$ cat config.mk
export PLATFORM = sky130hd
export DESIGN_NAME = div
export DESIGN_NICKNAME = d
export VERILOG_FILES = /design/src/rtl/div.sv
export SDC_FILE = /design/constraint.sdc
export NUM_CORES = 1
export LEC_CHECK = 0
export BUFFER_PORTS_ARGS = -buffer_cell sky130_fd_sc_hd__buf_2
export CAP_MARGIN = 10
export CORE_AREA = 2 2 152 154
export DETAILED_ROUTE_END_ITERATION = 12
export DIE_AREA = 0 0 154 156
export PLACE_DENSITY = 0.77
export SYNTH_ARGS = -nofsm -noshare
export SYNTH_HDL_FRONTEND = slang
export SYNTH_SLANG_ARGS = --single-unit
$ cat constraint.sdc
create_clock -name clk -period 3.8 [get_ports clk]
set_clock_uncertainty 0.15 [all_clocks]
set_input_delay 0.76 -clock clk [delete_from_list [all_inputs] [get_ports clk]]
set_output_delay 0.76 -clock clk [all_outputs]
set_load 0.02 [all_outputs]
$ cat src/rtl/div.sv
// -----------------------------------------------------------------------------
// div -- multi-cycle 32-bit integer divider for the EX stage.
//
// EX raises start_i with both operands and stalls until ready_o. One restoring
// iteration runs per clock; the 64-bit result is {remainder, quotient} and is
// written to HI/LO by EX. A zero divisor produces a fixed all-zero result.
//
// Ports:
//   clk           pipeline clock, rising edge
//   rst           synchronous reset, active-high (`RstEnable)
//   signed_div_i  1 = DIV (signed), 0 = DIVU
//   opdata1_i     dividend
//   opdata2_i     divisor
//   start_i       request, held high by EX until the result is consumed
//   annul_i       abort the current division; wins over start_i
//   result_o      [63:32] remainder (HI), [31:0] quotient (LO)
//   ready_o       result_o valid
// -----------------------------------------------------------------------------
`ifndef RstEnable
`define RstEnable 1'b1
`endif

module div #(
  parameter int DATA_W = 32,
  parameter int ITER   = 32
) (
  input  logic                clk,
  input  logic                rst,
  input  logic                signed_div_i,
  input  logic [DATA_W-1:0]   opdata1_i,
  input  logic [DATA_W-1:0]   opdata2_i,
  input  logic                start_i,
  input  logic                annul_i,
  output logic [2*DATA_W-1:0] result_o,
  output logic                ready_o
);

  localparam int              CNT_W     = $clog2(ITER + 1);
  localparam logic [CNT_W-1:0] ITER_DONE = CNT_W'(ITER);

  typedef enum logic [1:0] {
    DIV_FREE,
    DIV_BY_ZERO,
    DIV_ON,
    DIV_END
  } state_t;

  state_t              state;
  logic [CNT_W-1:0]    counter;
  logic [2*DATA_W:0]   work;       // {partial_remainder, quotient}
  logic [DATA_W-1:0]   dvs_mag;
  logic                signed_q;
  logic                dvd_neg;
  logic                dvs_neg;

  // Operand magnitudes, only meaningful on the start edge.
  logic                op1_neg;
  logic                op2_neg;
  logic [DATA_W-1:0]   op1_mag;
  logic [DATA_W-1:0]   op2_mag;

  // One restoring step and the final sign correction.
  logic [2*DATA_W:0]   shifted;
  logic [DATA_W+1:0]   trial;
  logic [2*DATA_W:0]   work_next;
  logic [DATA_W-1:0]   quot_fix;
  logic [DATA_W-1:0]   rem_fix;

  // NOTE: every signal driven in always_comb gets a default assignment first,
  // so no path through the block can leave it unassigned and infer a latch.
  always_comb begin
    op1_neg   = signed_div_i & opdata1_i[DATA_W-1];
    op2_neg   = signed_div_i & opdata2_i[DATA_W-1];
    op1_mag   = op1_neg ? -opdata1_i : opdata1_i;
    op2_mag   = op2_neg ? -opdata2_i : opdata2_i;

    shifted   = work << 1;
    // 34-bit subtract so the MSB is the borrow of the 33-bit trial.
    trial     = {1'b0, shifted[2*DATA_W:DATA_W]} - {2'b00, dvs_mag};
    work_next = shifted;
    if (!trial[DATA_W+1]) begin
      work_next = {trial[DATA_W:0], shifted[DATA_W-1:1], 1'b1};
    end

    // Quotient is negative when signs differ; remainder follows the dividend.
    quot_fix  = (signed_q & (dvd_neg ^ dvs_neg)) ? -work[DATA_W-1:0]
                                                 :  work[DATA_W-1:0];
    rem_fix   = (signed_q & dvd_neg) ? -work[2*DATA_W-1:DATA_W]
                                     :  work[2*DATA_W-1:DATA_W];
  end

  // NOTE: sequential state uses non-blocking assignments so every register
  // samples the pre-edge values, independent of statement order.
  always_ff @(posedge clk) begin
    if (rst == `RstEnable) begin
      state    <= DIV_FREE;
      ready_o  <= 1'b0;
      result_o <= '0;
      counter  <= '0;
      work     <= '0;
      dvs_mag  <= '0;
      signed_q <= 1'b0;
      dvd_neg  <= 1'b0;
      dvs_neg  <= 1'b0;
    end else begin
      unique case (state)
        DIV_FREE: begin
          ready_o  <= 1'b0;
          result_o <= '0;
          if (start_i && !annul_i) begin
            if (opdata2_i == '0) begin
              state <= DIV_BY_ZERO;
            end else begin
              state    <= DIV_ON;
              counter  <= '0;
              signed_q <= signed_div_i;
              dvd_neg  <= op1_neg;
              dvs_neg  <= op2_neg;
              dvs_mag  <= op2_mag;
              work     <= {{(DATA_W+1){1'b0}}, op1_mag};
            end
          end
        end

        DIV_BY_ZERO: begin
          state    <= DIV_END;
          ready_o  <= 1'b0;
          result_o <= '0;
        end

        DIV_ON: begin
          if (annul_i) begin
            state    <= DIV_FREE;
            ready_o  <= 1'b0;
            result_o <= '0;
          end else if (counter == ITER_DONE) begin
            state    <= DIV_END;
            ready_o  <= 1'b1;
            result_o <= {rem_fix, quot_fix};
            counter  <= '0;
          end else begin
            work    <= work_next;
            counter <= counter + CNT_W'(1);
          end
        end

        DIV_END: begin
          // Holding start_i parks here, so a new request needs a low edge first.
          if (!start_i) begin
            state    <= DIV_FREE;
            ready_o  <= 1'b0;
            result_o <= '0;
          end else begin
            ready_o <= 1'b1;
          end
        end

        default: state <= DIV_FREE;
      endcase
    end
  end

endmodule
Word-level counts from Yosys, hierarchy flattened
Index checks and enable logic that the tools add are counted.
{ "classes": {"n_addsub": 6, "multipliers": 0, "div_mod_pow": 0, "magnitude_cmp": 0, "eq_ne": 10, "n_shift": 0, "n_mux": 29, "bitwise_logic": 6, "reduce_logical": 11} }
{ "op_table": {"columns": ["cell", "n"], "rows": [
  ["$mux 64", 8],
  ["$pmux 64 s3", 1],
  ["$mux 32", 4],
  ["$neg 32->32", 4],
  ["$pmux 64 s2", 1],
  ["$sub 33x32->34", 1],
  ["$logic_not 32->1", 1],
  ["$mux 6", 4],
  ["$pmux 6 s2", 1],
  ["$mux 2", 5],
  ["$ne 2x2->1 const B", 5],
  ["$pmux 2 s4", 1],
  ["$add 6x1->6 const B", 1],
  ["$eq 6x6->1 const B", 1],
  ["$reduce_and 3->1", 2],
  ["$reduce_and 5->1", 1],
  ["$and 1x1->1", 4],
  ["$eq 2x2->1 const B", 2],
  ["$reduce_and 4->1", 1],
  ["$mux 1", 3],
  ["$ne 3x3->1 const B", 1],
  ["$pmux 1 s3", 1],
  ["$eq 2x1->1 const B", 1],
  ["$logic_not 2->1", 1],
  ["7 further kinds", 7]
]} }
{ "totals": {"regBits": 172, "latchBits": 0, "ramBits": 0, "rom_bits": 0, "input_bits": 69, "output_inout_bits": 65, "word_cells": 71, "n_memories": 0} }

Logic depth before layout (Yosys ltp)
Gate-level depths: netlist of the first run.
{ "depth": {"depth_word": 6, "mapped_depth": 13, "depth_no_buf": 13} }

Worst setup path before layout of the first run
Ideal clock, no wire load.
{ "synth_timing": {"path_type": "input-to-reg", "start": "input port opdata2_i[16]", "end": "register work[45]", "setup_time_ns": 0.075, "arrival_ns": 2.962, "t_required_ns": 3.575, "setup_slack_ns": 0.612, "path_stages": 11, "n_path_buf": 2, "cell_sequence": "or4_1 nor3_2 nand3_1 o41a_1 and3_1 buf_2 or2_4 nor2_4 buf_4 a22oi_1 o21ai_0"} }
{ "synth_via": {"elab_chain_len": 3} }
{ "synth_rtl": {"columns": ["element", "line", "source"], "rows": [
  ["start: declaration", "31", "input logic [DATA_W-1:0] opdata2_i,"],
  ["$logic_not 32->1", "111", "if (opdata2_i == '0) begin"],
  ["$ne 2x2->1 (no source line)", null, null],
  ["$reduce_and 5->1 (no source line)", null, null],
  ["end signal: assignment", "120", "work <= {{(DATA_W+1){1'b0}}, op1_mag};"],
  ["end signal: assignment", "142", "work <= work_next;"],
  ["end: declaration", "50", "logic [2*DATA_W:0] work;"]
]} }
No other way between the ends.
A chain may end at the register's enable or synchronous reset.

Worst setup path in the final report of the first run
{ "layout_timing": {"start": "register work[31]", "end": "register work[54]"} }
{ "layout_via": {"elab_chain_len": 5} }
{ "layout_rtl": {"columns": ["element", "line", "source"], "rows": [
  ["$sub 33x32->34", "79", "trial = {1'b0, shifted[2*DATA_W:DATA_W]} - {2'b00, dvs_mag};"],
  ["$mux 64", "81", "if (!trial[DATA_W+1]) begin"],
  ["$mux 64", "136", "end else if (counter == ITER_DONE) begin"],
  ["$mux 64", "132", "if (annul_i) begin"],
  ["$pmux 64 s2", "106", "unique case (state)"]
]} }
No other way between the ends. The select of a mux whose other input is x is not followed.

==> results of run 1 <==
path summary, 6_finish.rpt:
kind	from	slack (ns)	cells past startpoint	endpoint
hold reg to reg	result_o[32]	0.30	2	result_o[32]
setup / recovery	work[31]	0.26	13	work[54]
hold / removal	result_o[32]	0.30	2	result_o[32]
setup reg to reg	work[31]	0.26	13	work[54]
metrics by stage:
stage | util [%] | instances | hold WS, ns | area, sq um
finish | 55.5 | 1794 | 0.304 | 12400
global route | 55.5 | 1794 | 0.328 | 12400
CTS | 55.5 | 1794 | 0.306 | 12400
detailed placement | 52.6 | 1765 | 0.296 | 11800
global placement | 52.6 | 1765 | 0.294 | 11800
floorplan | - | 1408 | 0.307 | 10900
layout make-up:
class                   instances  share of cell area (%)
multi-input cells            1093                    55.5
clock buffers                  17                    3.43
repair buffers                153                    6.90
clock inverters                12                    1.70
well taps                     285                    2.87
inverters                      62                    1.88
flip-flops and latches        172                    27.8
Yosys cell counts (4+ instances only):
library cell / instances / area share [%]
nor2_1: 218 / 7.5
dfxtp_1: 172 / 32
a21oi_1: 126 / 5.8
nand2_1: 92 / 3.2
xnor2_1: 86 / 6.9
o21ai_0: 83 / 3.8
clkbuf_1: 67 / 2.3
a211oi_1: 64 / 4.4
inv_1: 62 / 2.1
xor2_1: 57 / 4.6
ha_1: 38 / 4.4
nor3_1: 37 / 1.7
mux2i_1: 32 / 2.9
a22oi_1: 30 / 2.1
a22o_1: 25 / 2.0
nand3_1: 24 / 1.1
a21o_1: 15 / 1.0
nor4_1: 15 / 0.86
or3_1: 13 / 0.75
a31oi_1: 10 / 0.58
and2_1: 10 / 0.58
nand2b_1: 10 / 0.58
o31ai_1: 9 / 0.62
and3_1: 8 / 0.46
buf_2: 8 / 0.37
o41ai_1: 8 / 0.64
o21a_1: 7 / 0.48
or4_1: 7 / 0.48
a311oi_1: 6 / 0.48
nand4_1: 6 / 0.35
nand3b_1: 4 / 0.28
nor2b_1: 4 / 0.23
nor3b_1: 4 / 0.28
state kept, by name, indices dropped and copies added (netlist names):
name / count
ready_o: 1
work: 64
state: 2
signed_q: 1
dvd_neg: 1
dvs_mag: 32
dvs_neg: 1
counter: 6
result_o: 64
routing by layer:
layer,up-vias,wire (microns),track usage (%)
met3,59,1480,3.67
met4,2,833,8.59
met5,-,13,0
met1,4844,13600,32.3
met2,317,13900,40.4
li1,5193,-,-
report_power, final:
part | switching [W] | internal [W] | leakage, nW
Combinational | 0.000517 | 0.000349 | 3.47
Clock | 0.000753 | 0.00117 | 0.305
Sequential | 0.0000716 | 0.00186 | 1.40
Total | 0.00134 | 0.00338 | 5.17
kinds of logic after synthesis:
kind of cell | share of synthesized area (%)
buffers and inverters | 5.14
DFF | 31.7
muxes | 2.95
AOI/OAI and AO/OA | 24.6
and+or+nand+nor | 19.6
xor gates and xnor gates | 11.5
adders and majority gates | 4.56
cell usage in the layout, fill, tap and decap left out, drive strengths merged, types with 6 or more instances in the layout:
| master | netlist | routed |
|---|---|---|
| a21oi | 126 | 126 |
| a22o | 25 | 25 |
| nand2b | 10 | 10 |
| ha | 38 | 38 |
| xnor2 | 86 | 86 |
| nand3 | 24 | 24 |
| and2 | 10 | 10 |
| a22oi | 30 | 30 |
| o31ai | 10 | 10 |
| o21a | 7 | 7 |
| o41ai | 8 | 8 |
| nor2 | 220 | 220 |
| mux2i | 32 | 32 |
| a311oi | 6 | 6 |
| nand2 | 92 | 92 |
| buf | 14 | 153 |
| clkbuf | 67 | 17 |
| nand4 | 6 | 6 |
| xor2 | 57 | 57 |
| inv | 62 | 67 |
| or4 | 8 | 8 |
| nor3 | 38 | 38 |
| nor4 | 16 | 16 |
| a31oi | 10 | 10 |
| a21o | 15 | 15 |
| and3 | 8 | 8 |
| a211oi | 64 | 64 |
| o21ai | 85 | 85 |
| or3 | 14 | 14 |
| dfxtp | 172 | 172 |
worst max-delay path, cell delays in order, from the launching register on:
cell and delay [ns]:
dfxtp_1 0.34, inv_1 0.14, ha_1 0.20, inv_1 0.06
fa_1 0.44, a211oi_1 0.29, o21ai_0 0.26, o21ai_0 0.33
nand2_1 0.20, a221o_1 0.44, a21boi_0 0.24, xnor2_1 0.17
mux2i_1 0.09, o21ai_0 0.13
==> results.toml, run 1 <==
[layout]
diodes = 0
syn_to_final_growth_pct = 14.2
multi_input_area_sq_um = 6880
final_nets = 1607
drive_above_1_share_pct = 13.3
num-fill-cells = 2013
seqCellArea_sq_um = 3440

[sta]
setup_violations = 0
timing.fmax_mhz = 282
fin_ws_ns = 0.257
tns_ns = 0
period_share_pct = 93.2
final-max-slew-violation-count = 0
finalHoldViolCount = 0
maxSlewHeadroom_pct = 22.5
rsz0062_at_grt = "no"
tightest_slew_ns = 1.16
period_minus_slack_ns = 3.54

[cts]
clk_latency_ns = 0.43
cts-root-buf = "clkbuf_16"
cts.sinks = 172
clk_path_buf_depth = 2
cts-buffers-inserted = 17
htreeDepth = 4
holdBufCountCts = 0
post_cts_resized = 0
clk_pin_slew_ns = 0.07
cts_tree = "yes"
cts_setup_buffers = 0

[yosys]
yosysWarnings = 0
synth_fp_nets = 1516
yosysUniqueCellTypes = 67
avgSynthCellArea_sq_um = 7.72
synth_edf_count = 0
ys_seq_area_share_pct = 31.7
synthFlopType = "dfxtp_1"
ys_async_sr_fraction_pct = 0
syn_inst = 1408
synth_area_sq_um = 10900
ys_ff_latch = 172

[floorplan]
die_area_sq_um = 24000
fp.coreArea_sq_um = 22400
dieHeight_microns = 156
io-pin-count = 134
start_util_pct = 48.6
row_count = 55
die_w_microns = 154

[outcome]
outcome = "completed"

[place]
pre_cts_ws_ns = 0.184
gp_congestion = 0.928
place.port_buffers = 133
hpwl_mm = 22.6

[power_and_ir_drop]
p_per_area_nw_per_um2 = 381
power_w = 0.00472
ir_worst_vdd_mv = 0.232
p_leak_nw = 5.17

[worst_setup_path]
setup.worst_path.start_class = "flip-flop"
cp-end-kind = "flip-flop"
critPathArrivalTime_ns = 3.75
required_ns = 4.01
cp_max_fo = 4
path_class = "flip-flop to flip-flop"

[global_route]
grt_max_degree = 92
grt_pass1_vias = 9499
grt_pass1_wl_mm = 47.9
gr-total-overflow = 0
grt_usage_pct = 24.4
antenna_found_initial = 1

[drt]
drtIter0Drc = 901
num_vias = 10400
ant_nets = 0
finalWirelength_mm = 29.8
firstDrtPassIters = 7
routed_via_density = 5.81
wl_per_cell_microns = 16.6
drc = 0

[job]
max_cap_viol_count = 0

[min_path]
min_path_type = "flip-flop to flip-flop"
(Power assumes the default switching activity.)
==> inputs of run 2 (changes only) <==
==> constraint.sdc (replaced) <==
create_clock -name clk -period 3.8 [get_ports clk]
set_clock_uncertainty 0.15 [all_clocks]
set_input_delay 0.19 -clock clk [delete_from_list [all_inputs] [get_ports clk]]
set_output_delay 0.19 -clock clk [all_outputs]
set_load 0.02 [all_outputs]
==> run 2 against run 1 <==
Combinational power grew 2.7%; fmax grew 2.5%; largest cell class unchanged; clock-buffer cell count grew 1; wire length grew 1.2%; critical endpoint is now work[27]; core utilization grew 0.82 points; sequential cell count is the same; critical path depth is the same.
==> results.toml, run 2 (synthesized netlist as in run 1, its figures left out) <==
[outcome]
outcome = "completed"

[sta]
finalHoldViolCount = 0
setup_violations = 0
final-max-slew-violation-count = 0
period_minus_slack_ns = 3.46
tightest_slew_ns = 1.15
tns_ns = 0
rsz0062_at_grt = "no"
timing.hold.ws_ns = 0.0185
period_share_pct = 91.0
maxSlewHeadroom_pct = 23.3
timing.fmax_mhz = 289

[layout]
drive_above_1_share_pct = 13.3
diodes = 0
top_regs = "result_o: 64 flops, work: 64 flops, dvs_mag: 32 flops"
num-fill-cells = 2040
layout_commonest_cell = "nor2_1"
final_nets = 1633
post_layout_nonfiller_instances = 1823
final_cell_mix = "nor2_1 (216), dfxtp_1 (172), buf_2 (132)"
syn_to_final_growth_pct = 15.9

[cts]
htreeDepth = 4
clk_pin_slew_ns = 0.07
cts_setup_buffers = 0
cts-root-buf = "clkbuf_16"
cts_tree = "yes"
clk_latency_ns = 0.44
post_cts_resized = 0
cts.sinks = 172
cts-buffers-inserted = 17
clk_path_buf_depth = 2
holdBufCountCts = 26

[drt]
ant_nets = 0
drtIter0Drc = 805
dr_wl_met3_mm = 1.57
drc = 0
wl_met2_mm = 14.0
top_layer = "met4"
routed_via_density = 5.80
finalWirelength_mm = 30.2
drt-met1-wl_mm = 13.6
num_vias = 10600
wl_per_cell_microns = 16.6
firstDrtPassIters = 7

[worst_setup_path]
cp_max_fo = 67
critPathArrivalTime_ns = 3.60
crit_family = "simple AND/OR/NAND/NOR gates"
max_stage_delay_ns = 0.56
crit_slowest_cell = "or4_1"
crit_chain = "dlygate4sd3_1, buf_2, or4_1, nor3_2, nand3_1, o41a_1, and3_2, buf_4, nor2_4, buf_12, a211oi_1, a21oi_1, nor2_1"
setup.worst_path.start_class = "input pin"
required_ns = 3.94
cp-end-kind = "flip-flop"
path_buf_inv = 4
path_class = "input pin to flip-flop"

[floorplan]
start_util_pct = 48.6
fp.coreArea_sq_um = 22400
dieHeight_microns = 156
io-pin-count = 134
die_area_sq_um = 24000
die_w_microns = 154
row_count = 55

[place]
dpl.cell_count = 1765
place.port_buffers = 133
gp_congestion = 0.954
hpwl_mm = 22.5

[global_route]
antenna_found_initial = 0
grt_usage_pct = 24.8
grt_max_degree = 83
grt_pass1_wl_mm = 48.7
grt_pass1_vias = 9686
gr-total-overflow = 0

[power_and_ir_drop]
p_leak_nw = 5.24
p_per_area_nw_per_um2 = 359
ir_worst_vdd_mv = 0.233

[job]
max_cap_viol_count = 0

[min_path]
min_path_type = "input pin to flip-flop"
==> run 2: cell count changes in the layout (fill, tap and decap cells not counted) <==
cell           change
dlygate4sd3_1     +26
clkinvlp_4         +2
buf_12             -1
clkbuf_8           +1
buf_4              +1
clkinv_4           +2
clkinv_2           +2
bufinv_16          -4
==> run 2: worst reg2reg max path: cells and delay by family (launching register included) <==
kind | cells | cell delay [ns]
XOR/XNOR | 1 | 0.15
adder cells (fa/ha/maj) | 2 | 0.63
AND/OR/NAND/NOR | 1 | 0.19
flip-flops | 1 | 0.34
AO/OA/AOI/OAI | 6 | 1.58
buffers and inverters | 2 | 0.20
multiplexers | 1 | 0.09
==> run 2: final cells by class <==
class | count | area (sq um) | area share [%]
sequential | 172 | 3440 | 27.4
inverter | 62 | 233 | 1.85
tap | 285 | 357 | 2.83
clock inverter | 14 | 134 | 1.06
multi-input combinational | 1093 | 6880 | 54.6
clock buffer | 18 | 439 | 3.49
timing repair buffer | 179 | 1100 | 8.77
==> run 2: worst paths after layout <==
check | startpoint | endpoint | slack [ns] | cells after the start
hold / removal | opdata2_i[28] | dvs_mag[28] | 0.02 | 3
hold reg to reg | result_o[0] | result_o[0] | 0.31 | 2
setup reg to reg | work[31] | work[54] | 0.41 | 13
setup / recovery | opdata2_i[16] | work[27] | 0.34 | 13
==> run 2: stage by stage <==
step / power [W] / area (sq um) / utilization (%) / setup slack [ns]
after detailed placement: 0.00283 / 11800 / 52.6 / 0.440
after floorplan: 0.00259 / 10900 / - / 0.909
final: 0.00452 / 12600 / 56.3 / 0.343
after global routing: 0.00472 / 12600 / 56.3 / 0.0875
after global placement: 0.00281 / 11800 / 52.6 / 0.506
after CTS: 0.00452 / 12600 / 56.3 / 0.394
==> run 2: power breakdown <==
group	internal (W)	switching (W)	total [W]	leakage (nW)
Clock	0.000931	0.000769	0.00170	0.272
Combinational	0.000365	0.000525	0.000889	3.58
Sequential	0.00186	0.0000730	0.00193	1.40
Total	0.00316	0.00137	0.00452	5.24
==> run 2: per-layer routing <==
layer	up-vias	track usage (%)
met1	4874	32.7
met2	386	40.7
li1	5234	-
met4	0	10.5
met3	82	3.39
met5	-	0
==> inputs of run 3 (changes only) <==
--- a/config.mk
+++ b/config.mk
@@ -7,10 +7,12 @@
 export LEC_CHECK = 0
 export BUFFER_PORTS_ARGS = -buffer_cell sky130_fd_sc_hd__buf_2
 export CAP_MARGIN = 10
-export CORE_AREA = 2 2 152 154
+export CELL_PAD_IN_SITES_DETAIL_PLACEMENT = 0
+export CELL_PAD_IN_SITES_GLOBAL_PLACEMENT = 2
+export CORE_AREA = 2 2 182 184
 export DETAILED_ROUTE_END_ITERATION = 12
-export DIE_AREA = 0 0 154 156
-export PLACE_DENSITY = 0.77
+export DIE_AREA = 0 0 184 186
+export PLACE_DENSITY = 0.87
 export SYNTH_ARGS = -nofsm -noshare
 export SYNTH_HDL_FRONTEND = slang
 export SYNTH_SLANG_ARGS = --single-unit
==> run 3 against run 2 <==
Critical path depth stayed put; hold slack worse by 0.0015 ns; core utilization decreased by 17 points; register-to-register slack got worse by 0.06 ns; first-iteration DRC count decreased by 13%; clock-buffer cell count is the same; non-clock buffer count shrank 2; cell area grew 0.99%; sequential power hardly changed; final cell count is 6.6% higher; clock power barely moved; via count shrank 3.4%.
==> results.toml, run 3 (synthesized netlist as in run 1, its figures left out) <==
[outcome]
outcome = "completed"

[cts]
cts-buffers-inserted = 17
htreeDepth = 4
clk_path_buf_depth = 2
cts.sinks = 172
post_cts_resized = 0
cts-root-buf = "clkbuf_16"
clk_pin_slew_ns = 0.07
holdBufCountCts = 24
clk_latency_ns = 0.44
cts_tree = "yes"
cts_setup_buffers = 0

[sta]
timing.fmax_mhz = 290
timing.hold.ws_ns = 0.0170
period_minus_slack_ns = 3.45
period_share_pct = 90.8
setup_violations = 0
rsz0062_at_grt = "no"
tns_ns = 0
maxSlewHeadroom_pct = 25.0
final-max-slew-violation-count = 0
finalHoldViolCount = 0
tightest_slew_ns = 1.12

[worst_setup_path]
cp_max_fo = 4
max_stage_delay_ns = 0.44
crit_slowest_cell = "a221o_1"
cp-end-kind = "flip-flop"
cpMostUsedCell = "o21ai_0"
required_ns = 4.01
critPathArrivalTime_ns = 3.67
path_class = "flip-flop to flip-flop"
crit_chain = "inv_1, ha_1, inv_1, fa_1, a211oi_1, o21ai_0, o21ai_0, nand2_1, a221o_1, a21boi_0, xnor2_1, mux2i_1, o21ai_0"
setup.worst_path.start_class = "flip-flop"

[min_path]
min_path_type = "input pin to flip-flop"

[drt]
num_vias = 10200
wl_per_cell_microns = 16.9
drtIter0Drc = 703
firstDrtPassIters = 5
drc = 0
routed_via_density = 5.26
ant_nets = 0
finalWirelength_mm = 32.8

[layout]
final_nets = 1631
layout_commonest_cell = "nor2_1"
post_layout_nonfiller_instances = 1944
final_util_pct = 39.5
final_cell_mix = "nor2_1 (216), dfxtp_1 (172), buf_2 (132)"
multi_input_area_sq_um = 6880
seqCellArea_sq_um = 3440
drive_above_1_share_pct = 13.2
diodes = 0
syn_to_final_growth_pct = 17.0
num-fill-cells = 3371
top_regs = "result_o: 64 flops, work: 64 flops, dvs_mag: 32 flops"

[floorplan]
die_w_microns = 184
start_util_pct = 33.7
fp.coreArea_sq_um = 32200
row_count = 66
die_area_sq_um = 34200
dieHeight_microns = 186
io-pin-count = 134

[global_route]
gr-total-overflow = 0
grt_max_degree = 68
grt_pass1_wl_mm = 52.2
grt_pass1_vias = 9646
grt_usage_pct = 19.3
antenna_found_initial = 0

[place]
dpl.cell_count = 1888
hpwl_mm = 25.1
gp_congestion = 0.903
place.port_buffers = 133

[power_and_ir_drop]
p_per_area_nw_per_um2 = 359
power_w = 0.00456
p_leak_nw = 5.24
ir_worst_vdd_mv = 0.290

[job]
max_cap_viol_count = 0
## run 3: cell types whose count changed in the layout (fill, tap and decap cells not counted), moves of 2 or more
cell / previous run / this run
inv_8: 1 / 5
clkinvlp_4: 4 / 2
clkinv_8: 0 / 2
dlygate4sd3_1: 26 / 24
clkinv_2: 2 / 0
inv_6: 4 / 2
## run 3: cell type report
| class | instances | area share (%) |
|---|---|---|
| well taps | 408 | 4.02 |
| multi-input cells | 1093 | 54.1 |
| inverters | 62 | 1.83 |
| flip-flops and latches | 172 | 27.1 |
| clock buffers | 18 | 3.38 |
| repair buffers | 177 | 8.42 |
| clock inverters | 14 | 1.16 |
## run 3: path summary, 6_finish.rpt
check	slack, ns	startpoint	endpoint	cells after the start
hold / removal	0.02	opdata2_i[29]	dvs_mag[29]	3
hold reg to reg	0.33	result_o[54]	result_o[54]	1
setup reg to reg	0.35	work[31]	work[54]	13
setup / recovery	0.35	work[31]	work[54]	13
## run 3: metrics by stage
step / worst slack, ns / instance area [sq um]
3_5_place_dp: 0.365 / 11900
4_1_cts: 0.333 / 12700
6_report: 0.349 / 12700
5_1_grt: 0.0614 / 12700
2_1_floorplan: 0.909 / 10900
3_3_place_gp: 0.386 / 11900
## run 3: worst max-delay path, delay by kind of cell (launching register included)
kind,cells,cell delay (ns)
compound gates,6,1.63
fa+ha+maj,2,0.63
buf+inv,2,0.19
mux,1,0.10
simple gates,1,0.18
flops,1,0.36
xor+xnor,1,0.17
## run 3: report_power, final
| part | leakage (nW) | switching (W) | internal [W] | total [W] |
|---|---|---|---|---|
| combinational | 3.56 | 0.000529 | 0.000361 | 0.000890 |
| clock | 0.276 | 0.000854 | 0.000878 | 0.00173 |
| sequential | 1.40 | 0.0000770 | 0.00186 | 0.00194 |
## run 3: layer usage
layer	track usage [%]	wire length, microns
met2	31.6	14700
met5	0	0
met1	26.4	16400
met4	6.18	762
met3	2.47	971
